===== config.mk =====
export PLATFORM = sky130hd
export DESIGN_NAME = legv8_decoder_flat
export DESIGN_NICKNAME = d
export VERILOG_FILES = /design/src/rtl/legv8_pkg.sv /design/src/rtl/legv8_decoder_if.sv /design/src/rtl/legv8_imm_gen.sv /design/src/rtl/legv8_decoder.sv /design/src/flat_wrapper.sv
export SDC_FILE = /design/constraint.sdc
export NUM_CORES = 1
export LEC_CHECK = 0
export ABC_CLOCK_PERIOD_IN_PS = 4500
export CAP_MARGIN = 0
export CORE_AREA = 2 2 72 74
export CTS_BUF_LIST = sky130_fd_sc_hd__clkbuf_4
export DETAILED_ROUTE_END_ITERATION = 8
export DIE_AREA = 0 0 74 76
export PLACE_DENSITY = 0.86
export SYNTH_ARGS = -nofsm -noshare
export SYNTH_HDL_FRONTEND = slang
export SYNTH_SLANG_ARGS = --single-unit

===== constraint.sdc =====
create_clock -name clk -period 4.5 [get_ports clk]
set_clock_uncertainty 0.05 [all_clocks]
set_input_delay 0.9 -clock clk [delete_from_list [all_inputs] [get_ports clk]]
set_output_delay 0.9 -clock clk [all_outputs]
set_load 0.05 [all_outputs]

===== src/rtl/legv8_pkg.sv =====
// legv8_pkg: opcode prefixes, ALUOp encodings, immediate formats and the control bundle shared by the decoder
package legv8_pkg;

    localparam logic [10:0] OP_AND  = 11'b10001010000;
    localparam logic [10:0] OP_ADD  = 11'b10001011000;
    localparam logic [10:0] OP_ORR  = 11'b10101010000;
    localparam logic [10:0] OP_SUB  = 11'b11001011000;
    localparam logic [10:0] OP_STUR = 11'b11111000000;
    localparam logic [10:0] OP_LDUR = 11'b11111000010;
    localparam logic [9:0]  OP_ADDI = 10'b1001000100;
    localparam logic [9:0]  OP_SUBI = 10'b1101000100;
    localparam logic [8:0]  OP_MOVZ = 9'b110100101;
    localparam logic [8:0]  OP_MOVK = 9'b111100101;
    localparam logic [7:0]  OP_CBZ  = 8'b10110100;
    localparam logic [7:0]  OP_CBNZ = 8'b10110101;
    localparam logic [5:0]  OP_B    = 6'b000101;
    localparam logic [5:0]  OP_BL   = 6'b100101;

    localparam logic [1:0] ALUOP_ADD  = 2'b00;
    localparam logic [1:0] ALUOP_PASS = 2'b01;
    localparam logic [1:0] ALUOP_FUNC = 2'b10;
    localparam logic [1:0] ALUOP_MOVE = 2'b11;

    // Immediate layouts; FMT_NONE yields zero (R-type and unrecognised opcodes)
    typedef enum logic [2:0] {
        FMT_NONE,
        FMT_B,
        FMT_CB,
        FMT_D,
        FMT_I,
        FMT_IW
    } imm_fmt_e;

    typedef struct packed {
        logic       reg2loc;
        logic       uncondbranch;
        logic       branch;
        logic       memread;
        logic       memtoreg;
        logic       memwrite;
        logic       alusrc;
        logic       regwrite;
        logic [1:0] aluop;
    } ctrl_t;

endpackage


===== src/rtl/legv8_decoder_if.sv =====
// legv8_decoder_if: instruction in, register indices, immediate and datapath controls out
interface legv8_decoder_if;

    logic [31:0] instruction;
    logic [4:0]  register1;
    logic [4:0]  register2;
    logic [4:0]  writeRegister;
    logic [31:0] immediate;
    logic        Reg2Loc;
    logic        Uncondbranch;
    logic        Branch;
    logic        MemRead;
    logic        MemtoReg;
    logic        MemWrite;
    logic        ALUSrc;
    logic        RegWrite;
    logic [1:0]  ALUOp;
    logic        illegal;

    modport master (
        output instruction,
        input  register1, register2, writeRegister, immediate,
        input  Reg2Loc, Uncondbranch, Branch, MemRead, MemtoReg, MemWrite, ALUSrc, RegWrite, ALUOp, illegal
    );

    modport slave (
        input  instruction,
        output register1, register2, writeRegister, immediate,
        output Reg2Loc, Uncondbranch, Branch, MemRead, MemtoReg, MemWrite, ALUSrc, RegWrite, ALUOp, illegal
    );

endinterface


===== src/rtl/legv8_imm_gen.sv =====
// legv8_imm_gen: builds the unshifted 32-bit immediate for the selected instruction format
module legv8_imm_gen
    import legv8_pkg::*;
(
    input  logic [25:0] instr_i,
    input  imm_fmt_e    fmt_i,
    output logic [31:0] imm_o
);

    // Branch offsets stay in word units; MOVZ/MOVK ignore the hw shift field
    always_comb begin
        imm_o = fmt_i == FMT_B  ? {{6{instr_i[25]}}, instr_i[25:0]}  :
                fmt_i == FMT_CB ? {{13{instr_i[23]}}, instr_i[23:5]} :
                fmt_i == FMT_D  ? {{23{instr_i[20]}}, instr_i[20:12]} :
                fmt_i == FMT_I  ? {{20{instr_i[21]}}, instr_i[21:10]} :
                fmt_i == FMT_IW ? {16'd0, instr_i[20:5]}             :
                                  32'd0;
    end

endmodule


===== src/rtl/legv8_decoder.sv =====
// legv8_decoder: registered LEGv8 decode of register indices, immediate and single-cycle datapath controls
module legv8_decoder
    import legv8_pkg::*;
#(
    parameter logic [4:0] LINK_REG = 5'd30
) (
    input  logic            clk,
    input  logic            reset,
    legv8_decoder_if.slave  bus
);

    logic [31:0] ins;
    ctrl_t       ctrl_d, ctrl_q;
    imm_fmt_e    fmt;
    logic        illegal_d, illegal_q;
    logic        link;
    logic [31:0] imm_d, imm_q;
    logic [4:0]  reg1_d, reg1_q;
    logic [4:0]  reg2_d, reg2_q;
    logic [4:0]  wreg_d, wreg_q;

    assign ins = bus.instruction;

    legv8_imm_gen u_imm_gen (
        .instr_i (ins[25:0]),
        .fmt_i   (fmt),
        .imm_o   (imm_d)
    );

    // Opcode classification, longest prefix checked first
    always_comb begin
        ctrl_d    = '0;
        fmt       = FMT_NONE;
        illegal_d = 1'b0;
        link      = 1'b0;
        if (ins[31:21] inside {OP_AND, OP_ADD, OP_ORR, OP_SUB}) begin
            ctrl_d.regwrite = 1'b1;
            ctrl_d.aluop    = ALUOP_FUNC;
        end else if (ins[31:21] == OP_STUR) begin
            ctrl_d.reg2loc  = 1'b1;
            ctrl_d.alusrc   = 1'b1;
            ctrl_d.memwrite = 1'b1;
            ctrl_d.aluop    = ALUOP_ADD;
            fmt             = FMT_D;
        end else if (ins[31:21] == OP_LDUR) begin
            ctrl_d.alusrc   = 1'b1;
            ctrl_d.memread  = 1'b1;
            ctrl_d.memtoreg = 1'b1;
            ctrl_d.regwrite = 1'b1;
            ctrl_d.aluop    = ALUOP_ADD;
            fmt             = FMT_D;
        end else if (ins[31:22] == OP_ADDI || ins[31:22] == OP_SUBI) begin
            ctrl_d.alusrc   = 1'b1;
            ctrl_d.regwrite = 1'b1;
            ctrl_d.aluop    = ALUOP_FUNC;
            fmt             = FMT_I;
        end else if (ins[31:23] == OP_MOVZ || ins[31:23] == OP_MOVK) begin
            ctrl_d.alusrc   = 1'b1;
            ctrl_d.regwrite = 1'b1;
            ctrl_d.aluop    = ALUOP_MOVE;
            fmt             = FMT_IW;
        end else if (ins[31:24] == OP_CBZ || ins[31:24] == OP_CBNZ) begin
            ctrl_d.reg2loc  = 1'b1;
            ctrl_d.branch   = 1'b1;
            ctrl_d.aluop    = ALUOP_PASS;
            fmt             = FMT_CB;
        end else if (ins[31:26] == OP_B) begin
            ctrl_d.uncondbranch = 1'b1;
            ctrl_d.aluop        = ALUOP_PASS;
            fmt                 = FMT_B;
        end else if (ins[31:26] == OP_BL) begin
            ctrl_d.uncondbranch = 1'b1;
            ctrl_d.regwrite     = 1'b1;
            ctrl_d.aluop        = ALUOP_PASS;
            fmt                 = FMT_B;
            link                = 1'b1;
        end else begin
            illegal_d = 1'b1;
        end
    end

    // Register fields decode for every opcode, including unrecognised ones
    always_comb begin
        reg1_d = ins[9:5];
        reg2_d = ctrl_d.reg2loc ? ins[4:0] : ins[20:16];
        wreg_d = link ? LINK_REG : ins[4:0];
    end

    // Output registers, cleared asynchronously by reset
    always_ff @(posedge clk or posedge reset) begin
        if (reset) begin
            ctrl_q    <= '0;
            illegal_q <= 1'b0;
            imm_q     <= '0;
            reg1_q    <= '0;
            reg2_q    <= '0;
            wreg_q    <= '0;
        end else begin
            ctrl_q    <= ctrl_d;
            illegal_q <= illegal_d;
            imm_q     <= imm_d;
            reg1_q    <= reg1_d;
            reg2_q    <= reg2_d;
            wreg_q    <= wreg_d;
        end
    end

    assign bus.register1     = reg1_q;
    assign bus.register2     = reg2_q;
    assign bus.writeRegister = wreg_q;
    assign bus.immediate     = imm_q;
    assign bus.Reg2Loc       = ctrl_q.reg2loc;
    assign bus.Uncondbranch  = ctrl_q.uncondbranch;
    assign bus.Branch        = ctrl_q.branch;
    assign bus.MemRead       = ctrl_q.memread;
    assign bus.MemtoReg      = ctrl_q.memtoreg;
    assign bus.MemWrite      = ctrl_q.memwrite;
    assign bus.ALUSrc        = ctrl_q.alusrc;
    assign bus.RegWrite      = ctrl_q.regwrite;
    assign bus.ALUOp         = ctrl_q.aluop;
    assign bus.illegal       = illegal_q;

endmodule


===== src/flat_wrapper.sv =====
// flat-port wrapper written by rule: the top's interface ports become plain ports
module legv8_decoder_flat import legv8_pkg::*;
#(
    parameter logic [4:0] LINK_REG = 5'd30
)
  (clk, reset, bus_instruction, bus_register1, bus_register2, bus_writeRegister, bus_immediate, bus_Reg2Loc, bus_Uncondbranch, bus_Branch, bus_MemRead, bus_MemtoReg, bus_MemWrite, bus_ALUSrc, bus_RegWrite, bus_ALUOp, bus_illegal);
  legv8_decoder_if bus_i ();
  input  logic clk;
  input  logic reset;
  input wire logic [$bits(bus_i.instruction)-1:0] bus_instruction;
  output wire logic [$bits(bus_i.register1)-1:0] bus_register1;
  output wire logic [$bits(bus_i.register2)-1:0] bus_register2;
  output wire logic [$bits(bus_i.writeRegister)-1:0] bus_writeRegister;
  output wire logic [$bits(bus_i.immediate)-1:0] bus_immediate;
  output wire logic [$bits(bus_i.Reg2Loc)-1:0] bus_Reg2Loc;
  output wire logic [$bits(bus_i.Uncondbranch)-1:0] bus_Uncondbranch;
  output wire logic [$bits(bus_i.Branch)-1:0] bus_Branch;
  output wire logic [$bits(bus_i.MemRead)-1:0] bus_MemRead;
  output wire logic [$bits(bus_i.MemtoReg)-1:0] bus_MemtoReg;
  output wire logic [$bits(bus_i.MemWrite)-1:0] bus_MemWrite;
  output wire logic [$bits(bus_i.ALUSrc)-1:0] bus_ALUSrc;
  output wire logic [$bits(bus_i.RegWrite)-1:0] bus_RegWrite;
  output wire logic [$bits(bus_i.ALUOp)-1:0] bus_ALUOp;
  output wire logic [$bits(bus_i.illegal)-1:0] bus_illegal;
  assign bus_i.instruction = bus_instruction;
  assign bus_register1 = bus_i.register1;
  assign bus_register2 = bus_i.register2;
  assign bus_writeRegister = bus_i.writeRegister;
  assign bus_immediate = bus_i.immediate;
  assign bus_Reg2Loc = bus_i.Reg2Loc;
  assign bus_Uncondbranch = bus_i.Uncondbranch;
  assign bus_Branch = bus_i.Branch;
  assign bus_MemRead = bus_i.MemRead;
  assign bus_MemtoReg = bus_i.MemtoReg;
  assign bus_MemWrite = bus_i.MemWrite;
  assign bus_ALUSrc = bus_i.ALUSrc;
  assign bus_RegWrite = bus_i.RegWrite;
  assign bus_ALUOp = bus_i.ALUOp;
  assign bus_illegal = bus_i.illegal;
  legv8_decoder #(.LINK_REG(LINK_REG)) u_core (.clk(clk), .reset(reset), .bus(bus_i));
endmodule

==> summary.md <==
| Metric | Value |
|---|---|
| Adder-cell share of the synthesized area | `0%` |
| Post-Synthesis Cell Area | `2270 µm²` |
| Mapped Cells | `191` |
| Leading area contributor after synthesis | `dfrtp_1` |
| Multi-input logic area | `887 µm²` |
| FP Rows | `26` |
| P_int | `0.653 mW` |
| Core area | `4910 µm²` |
| Critical path buffers and inverters | `2` |
| Vias in the first global route | `1862` |
| Peak supply drop | `0.147 mV` |
| Min-Delay Path Class | `primary input to register` |
| Die Ht | `76 µm` |
| Yosys warnings | `0` |
| Primary FF master, synth | `dfrtp_1` |
| Max Clk Rate | `356 MHz` |
| Clock power share | `28.7%` |
| Diode count | `0` |
| Minimum clock period | `2.81 ns` |
| Iter 0 DRT Violations | `153` |
| EDFF count, synth | `0` |
| GRT Resource Usage Total | `a little over a fifth` |
| Io pins | `92` |
| Starting Density | `between 40% and 50%` |
| Required @ worst endpoint | `4.72 ns` |
| Vias per std cell | `5.29` |
| Final setup violation count | `0` |
| Slew Limit Fails | `0` |
| WHS | `1.00 ns` |
| Top cell type's share of synthesized area | `56.1%` |
| CP cell instances | `clkdlybuf4s50_1 -> nor3b_2 -> nand3b_2 -> inv_2 -> nand2_1 -> and2_1` |
| Post-synth ARST share | `100%` |
| Reg power frac | `53.4%` |
| Largest family of logic cells by synthesized area | `simple AND/OR/NAND/NOR gates` |
| Arr. time, crit path | `about 3 ns` |
| First-pass GRT wire length | `around 9300 µm` |
| Postcts setup bufs | `0` |
| Met3 Wirelength | `between 400 and 500 µm` |
| Mapped Nets | `between 200 and 250` |
| Switching share of power | `26.4%` |
| Fin crit share | `62.3%` |
| Vias | `about 1800` |
| Max_slew headroom | `about 35%` |
| Critical path class | `primary input to register` |
| Clock Sinks | `51` |
| Worst-path clk slew | `0.13 ns` |
| Routed wl met2 | `2760 µm` |
| Count of different cell masters after synthesis | `49` |
| Pin count of the biggest net entering global routing | `52` |
| Outcome | `complete, no violations` |
| CP max FO | `25` |
| Final nets | `311` |
| Max Cap Viol | `0` |
| Leak Pwr | `around 1.5 nW` |
| CP peak stage delay | `approximately 0.55 ns` |
| Number of remaining DRC errors | `0` |
| Final ANT Viol Nets | `0` |
| CTS Hold Bufs | `0` |
| Post-CTS resize count | `0` |
| Worst-Margin Slew | `about 1 ns` |
| Seq/Total Area, Yosys | `between 50% and 60%` |
| H-tree levels | `2` |
| Area grow syn2layout | `43.3%` |
| Psw | `0.235 mW` |
| Critical-path top delay cell | `clkdlybuf4s50_1` |
| CTS tree | `built` |
| Worst path top cell family by delay | `simple AND/OR/NAND/NOR gates` |
| HPWL after detailed placement | `between 4000 and 5000 µm` |
| RSZ-0062 raised after global routing | `no` |
| CTS Buffer Depth | `2` |
| Buffers on Ports | `91` |
| CP Capture Type | `register` |
| P per Cell Area | `272 nW/µm²` |
| Root buffer cell | `clkbuf_4` |
| Startpoint Class | `primary input` |
| Wl on met1 | `2270 µm` |
| DIE AREA | `~5600 µm²` |
| Fillers | `374` |
| Wire length per cell | `16.1 µm` |
| Initial antenna violation count | `0` |
| Final Util | `around two thirds` |
| Placed cells | `340` |
| Non-Filler Instances | `roughly 350` |
| Compound-cell area share of the yosys netlist | `17.1%` |
| Final Hold Vio Count | `0` |
| Setup crit start | `bus_instruction[26]` |
| Avg Cell Area, Syn | `11.9 µm²` |
| 1st-pass router iterations | `5` |
| GPL Wtd Cong | `between 0.8 and 0.9` |
| Share of post-route cells with drive strength above 1 | `12.3%` |
| Setup TNS | `0 ns` |
| Post-synthesis mux area share | `3.74%` |
| Post-synthesis simple-gate area fraction | `18.2%` |
| #FFs+latches synth | `slightly above 50` |
| GR Overflow Total | `0` |
| Sequential cell area | `1280 µm²` |
| Worst min-delay path startpoint | `bus_instruction[8]` |
| CTS Buf Count | `5` |
| Post-Synth XOR/XNOR Area | `0%` |
| Die W | `74 µm` |
| Drt total wl | `5580 µm` |
| Area contributors post-synth | `dfrtp_1, a21oi_1, mux2_4` |
| Combinational Power Share | `between 15 and 20%` |
| Top Layer Used | `met4` |
[power groups by stage]
stage | Sequential, mW | Clock (mW) | Combinational, mW
after floorplan | 0.528 | 0 | 0.0365
after global placement | 0.483 | 0 | 0.157
after detailed placement | 0.483 | 0 | 0.159
after CTS | 0.474 | 0.260 | 0.160
after global routing | 0.476 | 0.279 | 0.168
final | 0.474 | 0.254 | 0.159
[layout by cell type (no fill, tap or decap), types with 3 or more instances in the layout]
cell | Yosys | layout
a22oi_1 | 5 | 5
clkdlybuf4s50_1 | 0 | 91
a222oi_1 | 3 | 3
o22ai_1 | 4 | 4
a21oi_1 | 15 | 15
o21ai_1 | 5 | 5
clkbuf_4 | 0 | 6
nand2b_1 | 6 | 6
dfrtp_1 | 51 | 51
a221oi_1 | 4 | 4
mux2_4 | 5 | 5
inv_1 | 5 | 4
nor2_1 | 15 | 15
nand2_1 | 19 | 19
a21o_1 | 5 | 5
[sequential cells by signal (all words and copies together) (netlist names), 2 cells and up]
name / cells
u_core.bus.immediate: 26
u_core.bus.register1: 5
u_core.bus.register2: 5
u_core.bus.writeRegister: 5
u_core.bus.ALUOp: 2
[cell usage after synthesis (4+ instances only)]
library cell	instances
mux2_4	5
buf_4	7
o21ai_1	5
o22ai_1	4
nor2_1	15
a21oi_1	15
inv_1	5
dfrtp_1	51
a21o_1	5
a221oi_1	4
nand2_1	19
nand2b_1	6
a22oi_1	5
[path summary, 6_finish.rpt]
path                                                to  cells after the start  slack [ns]
max                        u_core.bus.writeRegister[0]                      6        1.69
min                            u_core.bus.register1[3]                      1        1.00
max in group asynchronous     u_core.bus.immediate[19]                      2        2.76
min in group asynchronous          u_core.bus.ALUOp[0]                      2        1.03
[cell families after synthesis]
group,Yosys count
flip-flops,51
buffers and inverters,18
AO/OA/AOI/OAI,52
multiplexers,6
AND/OR/NAND/NOR,64
[per-stage QoR]
stage / total power [mW] / setup WS [ns] / instance area, µm²
floorplan: 0.565 / 2.32 / 2270
global placement: 0.640 / 1.44 / 3180
detailed placement: 0.642 / 1.36 / 3180
CTS: 0.894 / 1.74 / 3260
global route: 0.922 / 1.56 / 3260
finish: 0.888 / 1.69 / 3260
[metal layers]
layer  up-vias  track usage, %
met5         -               0
met4         0            6.73
met3        11            4.23
met2       105            34.6
met1       869            28.5
li1        852               -
[area by class of cell]
type | instances | share of cell area, %
multi-input combinational | 122 | 27.2
sequential | 51 | 39.2
timing repair buffer | 91 | 27.9
inverter | 6 | 0.691
clock inverter | 1 | 0.921
clock buffer | 6 | 1.38
tap | 70 | 2.69
(Power assumes the default switching activity.)
